`src/rtl/qtcore_scan_ctrl.sv`:
```
// qtcore_scan_ctrl
//   Host-side sequencer for the qtcore_a1 scan chain and processor enable.
//   A SCAN command exchanges the whole chain a byte at a time: each load byte
//   is shifted in MSB first while the bit falling out of the chain is captured,
//   so the unloaded image comes back byte-aligned with the loaded one. A RUN
//   command enables the processor for a bounded number of clocks. Scan enable
//   and processor enable are decoded from disjoint states and never overlap.
//
// Ports
//   clk_in, rst_n_in              clock (rising edge), async active-low reset
//   cmd_valid_in/cmd_ready_out    command handshake, accepted only in IDLE
//   cmd_op_in                     00=SCAN, 01=RUN, 1x=reserved (no-op)
//   cmd_cycles_in                 RUN length in clocks
//   abort_in                      synchronous abort of the current command
//   din_valid_in/din_ready_out    load byte handshake, din_data_in bit 7 first
//   dout_valid_out/dout_ready_in  captured byte handshake, bit 7 captured first
//   scan_enable_out, scan_data_out, scan_data_in   chain interface
//   proc_en_out, halt_in          processor interface
//   busy_out, done_out            status; done_out pulses for one clock
//   run_count_out                 processor clocks executed by the last RUN
//
// Optional build macro
//   QTCORE_SCAN_CTRL_HALT_STOP_EN  when defined, halt_in ends a RUN early; the
//                                  halted clock is neither enabled nor counted.

module qtcore_scan_ctrl #(
  parameter int unsigned SCAN_CHAIN_SIZE = 184,
  parameter int unsigned CYCLE_W         = 16
) (
  input  logic               clk_in,
  input  logic               rst_n_in,
  input  logic               cmd_valid_in,
  output logic               cmd_ready_out,
  input  logic [1:0]         cmd_op_in,
  input  logic [CYCLE_W-1:0] cmd_cycles_in,
  input  logic               abort_in,
  input  logic               din_valid_in,
  input  logic [7:0]         din_data_in,
  output logic               din_ready_out,
  output logic               dout_valid_out,
  output logic [7:0]         dout_data_out,
  input  logic               dout_ready_in,
  output logic               scan_enable_out,
  output logic               scan_data_out,
  input  logic               scan_data_in,
  output logic               proc_en_out,
  input  logic               halt_in,
  output logic               busy_out,
  output logic               done_out,
  output logic [CYCLE_W-1:0] run_count_out
);

  localparam int unsigned SCAN_BYTES = SCAN_CHAIN_SIZE / 8;
  localparam int unsigned BCW        = $clog2(SCAN_BYTES + 1);

  typedef enum logic [2:0] {
    S_IDLE,
    S_LOAD,
    S_SHIFT,
    S_DRAIN,
    S_RUN,
    S_DONE
  } state_t;

  state_t             state_q, state_d;
  logic [7:0]         sr_q, sr_d;
  logic [3:0]         bit_cnt_q, bit_cnt_d;
  logic [BCW-1:0]     byte_cnt_q, byte_cnt_d;
  logic [CYCLE_W-1:0] cyc_q, cyc_d;
  logic [CYCLE_W-1:0] run_cnt_q, run_cnt_d;
  logic               dout_valid_q, dout_valid_d;
  logic [7:0]         dout_data_q, dout_data_d;
  logic               scan_en_q, scan_en_d;
  logic               proc_en_q, proc_en_d;
  logic               done_q, done_d;
  logic               busy_q, busy_d;
  logic               cmd_ready_q, cmd_ready_d;

  logic               dout_take;
  logic               din_take;
  logic               halt_stop;
  logic [7:0]         sr_shift;

`ifdef QTCORE_SCAN_CTRL_HALT_STOP_EN
  assign halt_stop = halt_in;
`else
  logic unused_halt;
  assign unused_halt = halt_in;
  assign halt_stop   = 1'b0;
`endif

  assign dout_take = dout_valid_q & dout_ready_in;
  // A new byte may only start shifting once the previous capture has left,
  // so the buffer can never be overwritten at the end of SHIFT.
  assign din_ready_out = (state_q == S_LOAD) & (~dout_valid_q | dout_ready_in);
  assign din_take      = din_ready_out & din_valid_in;
  assign sr_shift      = {sr_q[6:0], scan_data_in};

  always_comb begin
    state_d      = state_q;
    sr_d         = sr_q;
    bit_cnt_d    = bit_cnt_q;
    byte_cnt_d   = byte_cnt_q;
    cyc_d        = cyc_q;
    run_cnt_d    = run_cnt_q;
    dout_valid_d = dout_valid_q;
    dout_data_d  = dout_data_q;

    if (dout_take) begin
      dout_valid_d = 1'b0;
    end

    unique case (state_q)
      S_IDLE: begin
        if (cmd_valid_in) begin
          unique case (cmd_op_in)
            2'b00: begin
              state_d    = S_LOAD;
              byte_cnt_d = BCW'(SCAN_BYTES);
            end
            2'b01: begin
              state_d   = S_RUN;
              cyc_d     = cmd_cycles_in;
              run_cnt_d = '0;
            end
            default: state_d = S_DONE;
          endcase
        end
      end
      S_LOAD: begin
        if (din_take) begin
          sr_d      = din_data_in;
          bit_cnt_d = 4'd8;
          state_d   = S_SHIFT;
        end
      end
      S_SHIFT: begin
        sr_d      = sr_shift;
        bit_cnt_d = bit_cnt_q - 4'd1;
        if (bit_cnt_q == 4'd1) begin
          dout_data_d  = sr_shift;
          dout_valid_d = 1'b1;
          byte_cnt_d   = byte_cnt_q - BCW'(1);
          state_d      = (byte_cnt_q == BCW'(1)) ? S_DRAIN : S_LOAD;
        end
      end
      S_DRAIN: begin
        if (!dout_valid_q || dout_take) begin
          state_d = S_DONE;
        end
      end
      S_RUN: begin
        if (halt_stop || cyc_q == '0) begin
          state_d = S_DONE;
        end else begin
          cyc_d     = cyc_q - 1'b1;
          run_cnt_d = run_cnt_q + 1'b1;
          if (cyc_q == CYCLE_W'(1)) begin
            state_d = S_DONE;
          end
        end
      end
      S_DONE: state_d = S_IDLE;
      default: state_d = S_IDLE;
    endcase

    // Abort overrides the state step but keeps this clock's enable effects
    // (the chain shift or counted processor cycle that is already underway).
    if (abort_in && state_q != S_IDLE && state_q != S_DONE) begin
      state_d      = S_DONE;
      dout_valid_d = 1'b0;
      bit_cnt_d    = '0;
      byte_cnt_d   = '0;
      cyc_d        = '0;
    end
  end

  // Output flags are registered from the next state so they change with it.
  always_comb begin
    scan_en_d   = (state_d == S_SHIFT);
    proc_en_d   = (state_d == S_RUN) && (cyc_d != '0);
    done_d      = (state_d == S_DONE);
    busy_d      = (state_d != S_IDLE);
    cmd_ready_d = (state_d == S_IDLE);
  end

  always_ff @(posedge clk_in or negedge rst_n_in) begin
    if (!rst_n_in) begin
      state_q      <= S_IDLE;
      sr_q         <= '0;
      bit_cnt_q    <= '0;
      byte_cnt_q   <= '0;
      cyc_q        <= '0;
      run_cnt_q    <= '0;
      dout_valid_q <= 1'b0;
      dout_data_q  <= '0;
      scan_en_q    <= 1'b0;
      proc_en_q    <= 1'b0;
      done_q       <= 1'b0;
      busy_q       <= 1'b0;
      cmd_ready_q  <= 1'b1;
    end else begin
      state_q      <= state_d;
      sr_q         <= sr_d;
      bit_cnt_q    <= bit_cnt_d;
      byte_cnt_q   <= byte_cnt_d;
      cyc_q        <= cyc_d;
      run_cnt_q    <= run_cnt_d;
      dout_valid_q <= dout_valid_d;
      dout_data_q  <= dout_data_d;
      scan_en_q    <= scan_en_d;
      proc_en_q    <= proc_en_d;
      done_q       <= done_d;
      busy_q       <= busy_d;
      cmd_ready_q  <= cmd_ready_d;
    end
  end

  assign cmd_ready_out   = cmd_ready_q;
  assign busy_out        = busy_q;
  assign done_out        = done_q;
  assign scan_enable_out = scan_en_q;
  assign scan_data_out   = scan_en_q & sr_q[7];
  assign proc_en_out     = proc_en_q & ~halt_stop;
  assign dout_valid_out  = dout_valid_q;
  assign dout_data_out   = dout_data_q;
  assign run_count_out   = run_cnt_q;

endmodule

```
`config.mk`:
```
export PLATFORM = sky130hd
export DESIGN_NAME = qtcore_scan_ctrl
export DESIGN_NICKNAME = d
export VERILOG_FILES = /design/src/rtl/qtcore_scan_ctrl.sv
export SDC_FILE = /design/constraint.sdc
export NUM_CORES = 1
export LEC_CHECK = 0
export CORE_MARGIN = 5
export CORE_UTILIZATION = 57
export DETAILED_ROUTE_END_ITERATION = 16
export PLACE_DENSITY_LB_ADDON = 0.05
export SKIP_CTS_REPAIR_TIMING = 1
export SLEW_MARGIN = 20
export SYNTH_ARGS = -nofsm -noshare
export SYNTH_HDL_FRONTEND = slang
export SYNTH_SLANG_ARGS = --single-unit
```
`constraint.sdc`:
```
create_clock -name clk_in -period 4.8 [get_ports clk_in]
set_clock_uncertainty 0.05 [all_clocks]
set_input_delay 1.2 -clock clk_in [delete_from_list [all_inputs] [get_ports clk_in]]
set_output_delay 1.2 -clock clk_in [all_outputs]
set_load 0.005 [all_outputs]
```
==> flow_summary.toml, run 1 <==
[run_status]
outcome = "finished clean"

[power_and_ir_drop]
p_sw_share_pct = 40.9
seq_power_share_pct = 35.2
p_per_area_nw_per_um2 = 590
p_switching_mw = 1.13
clockPowerShare_pct = 21.2
power.total_mw = 2.78
combPwrFrac_pct = 43.6
worst_ir_drop_vdd_uv = 457
p_leak_nw = 1.96
p_int_mw = 1.64

[drt]
first_pass_iters = 5
routed_wl_mm = 9.22
via_per_inst = 6.17
vias = 3283
antenna_left = 0
routedWlPerCell_um = 17.3
drc = 0
drtIter0Drc = 237

[run]
drv_cap = 0

[clock_tree]
clk_pin_slew_ns = 0.07
worstSkewPairLatency_ns = 0.35
ctsLongestPathBuffers = 2
clkSinkCount = 66
cts_root_buf = "clkbuf_8"
h-tree-depth = 3
cts_tree = "yes"
cts_made_buffers = 9

[grt]
grt_max_degree = 43
grt_pass1_vias = 3162
grt_use_total_pct = 22.9
grt_overflow = 0
grt_antenna_before_repair = 0
grt_first_pass_wirelength_mm = 15.6

[sta]
rsz0062_at_grt = "false"
worstMarginPinSlew_ns = 0.715
tns_ns = 0
fmax_ghz = 0.251
worst_slack_ns = 0.810
slew_violations = 0
period_minus_slack_ns = 3.99
setup_viol = 0
relSlewSlack_pct = 51.9
final-hold-violation-count = 0
post-route-period-util_pct = 83.1

[finish]
drive_above_1_share_pct = 11.4
fillers = 470
fin_cells = 532
fin_nets = 491
diodes = 0
fin_util_pct = 73.6
area_delta_synth_final_pct = 24.8

[synth]
yosys.area.top_type = "dfrtp_1"
postSynthCellCount = 391
ys.flop_type = "dfrtp_1"
syn-num-nets = 432
synth_edf_count = 0
ys_seq_area_share_pct = 43.9
ys_ff_latch = 66
yosysTopAreaCellShare_pct = 43.2
ys_top_cells_by_area = "dfrtp_1 43%, nor2_1 3.7%, mux2i_1 2.9%, mux2_2 2.7%, nand2_1 2.7%"
async_flop_share_pct = 100
syn_avg_cell_area_um2 = 9.64
netlist_area_um2 = 3770
ys_types = 64
yosys_warnings = 0

[placed_design]
place_ws_ns = 0.834
io_buffers = 64
dp_hpwl_mm = 6.27
dp_cells = 516
routabilityCongestion = 0.866

[floorplanning]
start_util_pct = 59.0
num_rows = 29
die_area_um2 = 8340
die_w_um = 91.3
pin_count = 66
die_h_um = 91.3
core_um2 = 6390

[critical_path]
worst-endpoint-required_ns = 3.55
path_max_fanout = 5
cp.arrival_ns = 2.74
cp-start-kind = "primary input"
path_class = "primary input to primary output"
end_kind = "primary output"

[worst_hold_path]
min_path_type = "register to register"
state kept, by name, summed over array words and instances (netlist names):
signal and count:
sr_q 8, done_out 1, run_count_out 16, byte_cnt_q 5, cyc_q 16, cmd_ready_out 1, scan_enable_out 1, busy_out 1
bit_cnt_q 4, dout_valid_out 1, state_q 3, dout_data_out 8, proc_en_out 1
through the flow:
step	hold slack (ns)	cell area, um^2
after CTS	0.451	4700
final	0.452	4700
after detailed placement	0.435	4450
after floorplan	0.405	3770
after global routing	0.478	4700
after global placement	0.422	4450
placed cells by master, fill, tap and decap left out, drive strengths merged, types with 4 or more instances in the layout:
master and count:
nand2b 5, inv 16, mux2i 11, nand3 12, or4 4, a211oi 5
dfrtp 65, and2 5, nand2 27, nor2 37, nor4b 4, xor2 9
nor3b 6, and3 4, o221ai 9, nor4 11, ha 7, clkbuf 10
a21oi 18, nand4 8, o211ai 4, clkdlybuf4s50 63, mux2 9, nor3 18
o21ai 23, xnor2 6, a31oi 5, o31ai 5, or3 5, buf 6
cells by family after synthesis:
kind of cell,share of synthesized area (%)
AND/OR/NAND/NOR,24.0
flip-flops,43.9
AO/OA/AOI/OAI,16.6
XOR/XNOR,3.49
buffers and inverters,4.12
multiplexers,5.61
adder cells (fa/ha/maj),2.32
routing by layer:
| layer | routed length [um] | GRT usage (%) | up-vias |
|---|---|---|---|
| met5 | 0 | 0 | - |
| met4 | 260 | 10.3 | 0 |
| met3 | 726 | 5.95 | 23 |
| met2 | 4270 | 34.4 | 134 |
| met1 | 3960 | 31.0 | 1555 |
| li1 | - | - | 1571 |
critical path, cell delays in order:
cell,delay (ns)
clkdlybuf4s50_1,0.46
nand2b_1,0.13
nand2_1,0.13
nor3_1,0.25
clkdlybuf4s50_1,0.56
Yosys cell counts (4+ instances only):
master,number
a211oi_1,5
a21oi_1,17
a31oi_1,5
and2_1,5
and3_1,4
buf_2,7
clkbuf_1,11
dfrtp_1,65
ha_1,7
inv_1,15
mux2_2,9
mux2i_1,11
nand2_1,27
nand2b_1,5
nand3_1,12
nand4_1,7
nor2_1,37
nor3_1,15
nor3b_1,4
nor4_1,9
o211ai_1,4
o21ai_0,20
o221ai_1,9
o31ai_1,5
or3_1,5
xnor2_1,6
xor2_1,9
layout make-up:
class	instances	area, um^2	area share [%]
inverter	15	56.3	1.20
multi-input combinational	289	1970	41.9
clock inverter	6	113	2.39
clock buffer	10	138	2.93
tap	77	96.3	2.05
timing repair buffer	69	676	14.4
sequential	66	1650	35.2
power by group through the flow:
stage | logic (mW) | registers [mW] | clock network, mW
floorplan | 0.921 | 0.885 | 0
global placement | 1.17 | 0.971 | 0
detailed placement | 1.19 | 0.981 | 0
CTS | 1.21 | 0.973 | 0.598
global route | 1.34 | 1.01 | 0.628
finish | 1.21 | 0.977 | 0.590
path summary, 6_finish.rpt:
check                           depth (start not counted)     startpoint  slack, ns             to
worst min-delay path                                    1  byte_cnt_q[1]       0.45  byte_cnt_q[1]
worst max register to register                          6     state_q[1]       1.87  byte_cnt_q[0]
min in group asynchronous                               1       rst_n_in       0.79      cyc_q[13]
worst min register to register                          1  byte_cnt_q[1]       0.45  byte_cnt_q[1]
max in group asynchronous                               2       rst_n_in       3.13  cmd_ready_out
worst max-delay path                                    5  dout_ready_in       0.81  din_ready_out
Power figures use the tool's default switching activity.
==> run 2: changes to the inputs <==
--- a/config.mk
+++ b/config.mk
@@ -6,7 +6,7 @@
 export NUM_CORES = 1
 export LEC_CHECK = 0
 export CORE_MARGIN = 5
-export CORE_UTILIZATION = 57
+export CORE_UTILIZATION = 48
 export DETAILED_ROUTE_END_ITERATION = 16
 export PLACE_DENSITY_LB_ADDON = 0.05
 export SKIP_CTS_REPAIR_TIMING = 1
==> constraint.sdc (replaced) <==
create_clock -name clk_in -period 3.65 [get_ports clk_in]
set_clock_uncertainty 0.05 [all_clocks]
set_input_delay 0.9125 -clock clk_in [delete_from_list [all_inputs] [get_ports clk_in]]
set_output_delay 0.9125 -clock clk_in [all_outputs]
set_load 0.005 [all_outputs]
==> run 2 against run 1 <==
Net effect:
- hold slack worse by 0.015 ns
- routed wire length fell by 0.54%
- combinational power grew 32%
- power rose by 27%
- sequential power rose by 31%
- final cell count up 5.6%
- global-route usage shrank 2.8 points
- non-clock buffer count up 5
- sequential share of layout area decreased by 0.093 points
- critical path depth unchanged
- flip-flop and latch count did not move
- first-iteration DRC count is 48% lower
- critical endpoint unchanged
- largest power group unchanged
==> flow_summary.toml, run 2 (synthesis results as in run 1) <==
[grt]
grt_overflow = 0
grt_pass1_vias = 3145
grt_antenna_before_repair = 0
grt_max_degree = 67
grt_first_pass_wirelength_mm = 15.7
grt_use_total_pct = 20.0

[power_and_ir_drop]
p_per_area_nw_per_um2 = 747
p_leak_nw = 1.95
worst_ir_drop_vdd_uv = 300

[placed_design]
dpl_cell_area_um2 = 4510
routabilityCongestion = 0.848
dp_hpwl_mm = 6.39
place_ws_ns = 0.233
io_buffers = 64

[sta]
final-hold-violation-count = 0
fmax_ghz = 0.291
tns_ns = 0
hold_slack_ns = 0.437
period_minus_slack_ns = 3.44
rsz0062_at_grt = "false"
slew_violations = 0
relSlewSlack_pct = 43.7
worst_slack_ns = 0.209
setup_viol = 0
post-route-period-util_pct = 94.3
worstMarginPinSlew_ns = 0.844

[clock_tree]
ctsLongestPathBuffers = 2
clkSinkCount = 66
h-tree-depth = 3
cts_made_buffers = 9
cts_tree = "yes"
cts_root_buf = "clkbuf_8"
worstSkewPairLatency_ns = 0.35
clk_pin_slew_ns = 0.08

[finish]
drive_above_1_share_pct = 12.2
layout_commonest_cell = "dfrtp_1"
fin_area_um2 = 4710
fillers = 685
fin_nets = 496
area_delta_synth_final_pct = 25.1
diodes = 0
final_cell_mix = "65 x dfrtp_1, 63 x clkdlybuf4s50_1, 37 x nor2_1"

[drt]
first_pass_iters = 5
vias = 3212
drtIter0Drc = 123
dr_wl_met3_um = 450
routed_wl_mm = 9.17
antenna_left = 0
drt-met1-wl_mm = 4.31
via_per_inst = 5.72
dr_wl_met2_mm = 4.26
drc = 0
routedWlPerCell_um = 16.3
routed.top_layer = "met4"

[worst_hold_path]
hold_end = "bit_cnt_q[3]"
min_from = "bit_cnt_q[3]"
hold-path-cell-count = 1
min_path_type = "register to register"

[critical_path]
worst_r2r_startpoint = "cyc_q[0]"
ff2ff_path_depth = 9
path_class = "primary input to primary output"
cp-start-kind = "primary input"
path_max_fanout = 5
end_kind = "primary output"
reg2reg_slack_ns = 0.68
cp.arrival_ns = 2.48
worstReg2RegEnd = "proc_en_out"
worst-endpoint-required_ns = 2.69

[floorplanning]
num_rows = 32
die_h_um = 98.6
pin_count = 66
die_w_um = 98.6
core_um2 = 7690
start_util_pct = 49.0
die_area_um2 = 9720

[run]
drv_cap = 0

[run_status]
outcome = "finished clean"
run 2: per-stage QoR:
step                      util [%]  power, mW  cells
final                         61.3       3.52    562
after detailed placement      58.7       2.88    546
after global routing          61.3       3.82    562
after CTS                     61.3       3.54    562
after floorplan                  -       2.38    391
after global placement        58.7       2.86    546
run 2: layout make-up:
class / count / area (um^2) / area share, %
multi-input combinational: 289 / 1970 / 41.7
tap: 102 / 128 / 2.71
clock inverter: 7 / 76.3 / 1.62
sequential: 66 / 1650 / 35.1
inverter: 15 / 56.3 / 1.19
clock buffer: 9 / 124 / 2.63
timing repair buffer: 74 / 711 / 15.1
run 2: metal layers:
| metal | vias up | GRT usage (%) |
|---|---|---|
| li1 | 1581 | - |
| met4 | 0 | 7.88 |
| met1 | 1545 | 28.1 |
| met2 | 74 | 30.8 |
| met5 | - | 0 |
| met3 | 12 | 3.54 |
run 2: worst max path at each step:
stage,from,end,cells past startpoint,slack [ns]
2_1_floorplan,cmd_op_in[1],run_count_out[14],7,0.99
3_3_place_gp,dout_ready_in,din_ready_out,5,0.23
3_5_place_dp,dout_ready_in,din_ready_out,5,0.23
4_1_cts,dout_ready_in,din_ready_out,5,0.22
5_1_grt,dout_ready_in,din_ready_out,5,0.09
6_report,dout_ready_in,din_ready_out,5,0.21
run 2: worst max-delay path, cell delays in order:
cell             delay (ns)
clkdlybuf4s50_1        0.45
nand2b_1               0.13
nand2_1                0.14
nor3_1                 0.28
clkdlybuf4s50_1        0.57
run 2: report_power, final:
part           internal (mW)  switching (mW)
clock network          0.320           0.317
logic                  0.734           0.870
registers              0.964           0.317
total                   2.02            1.50
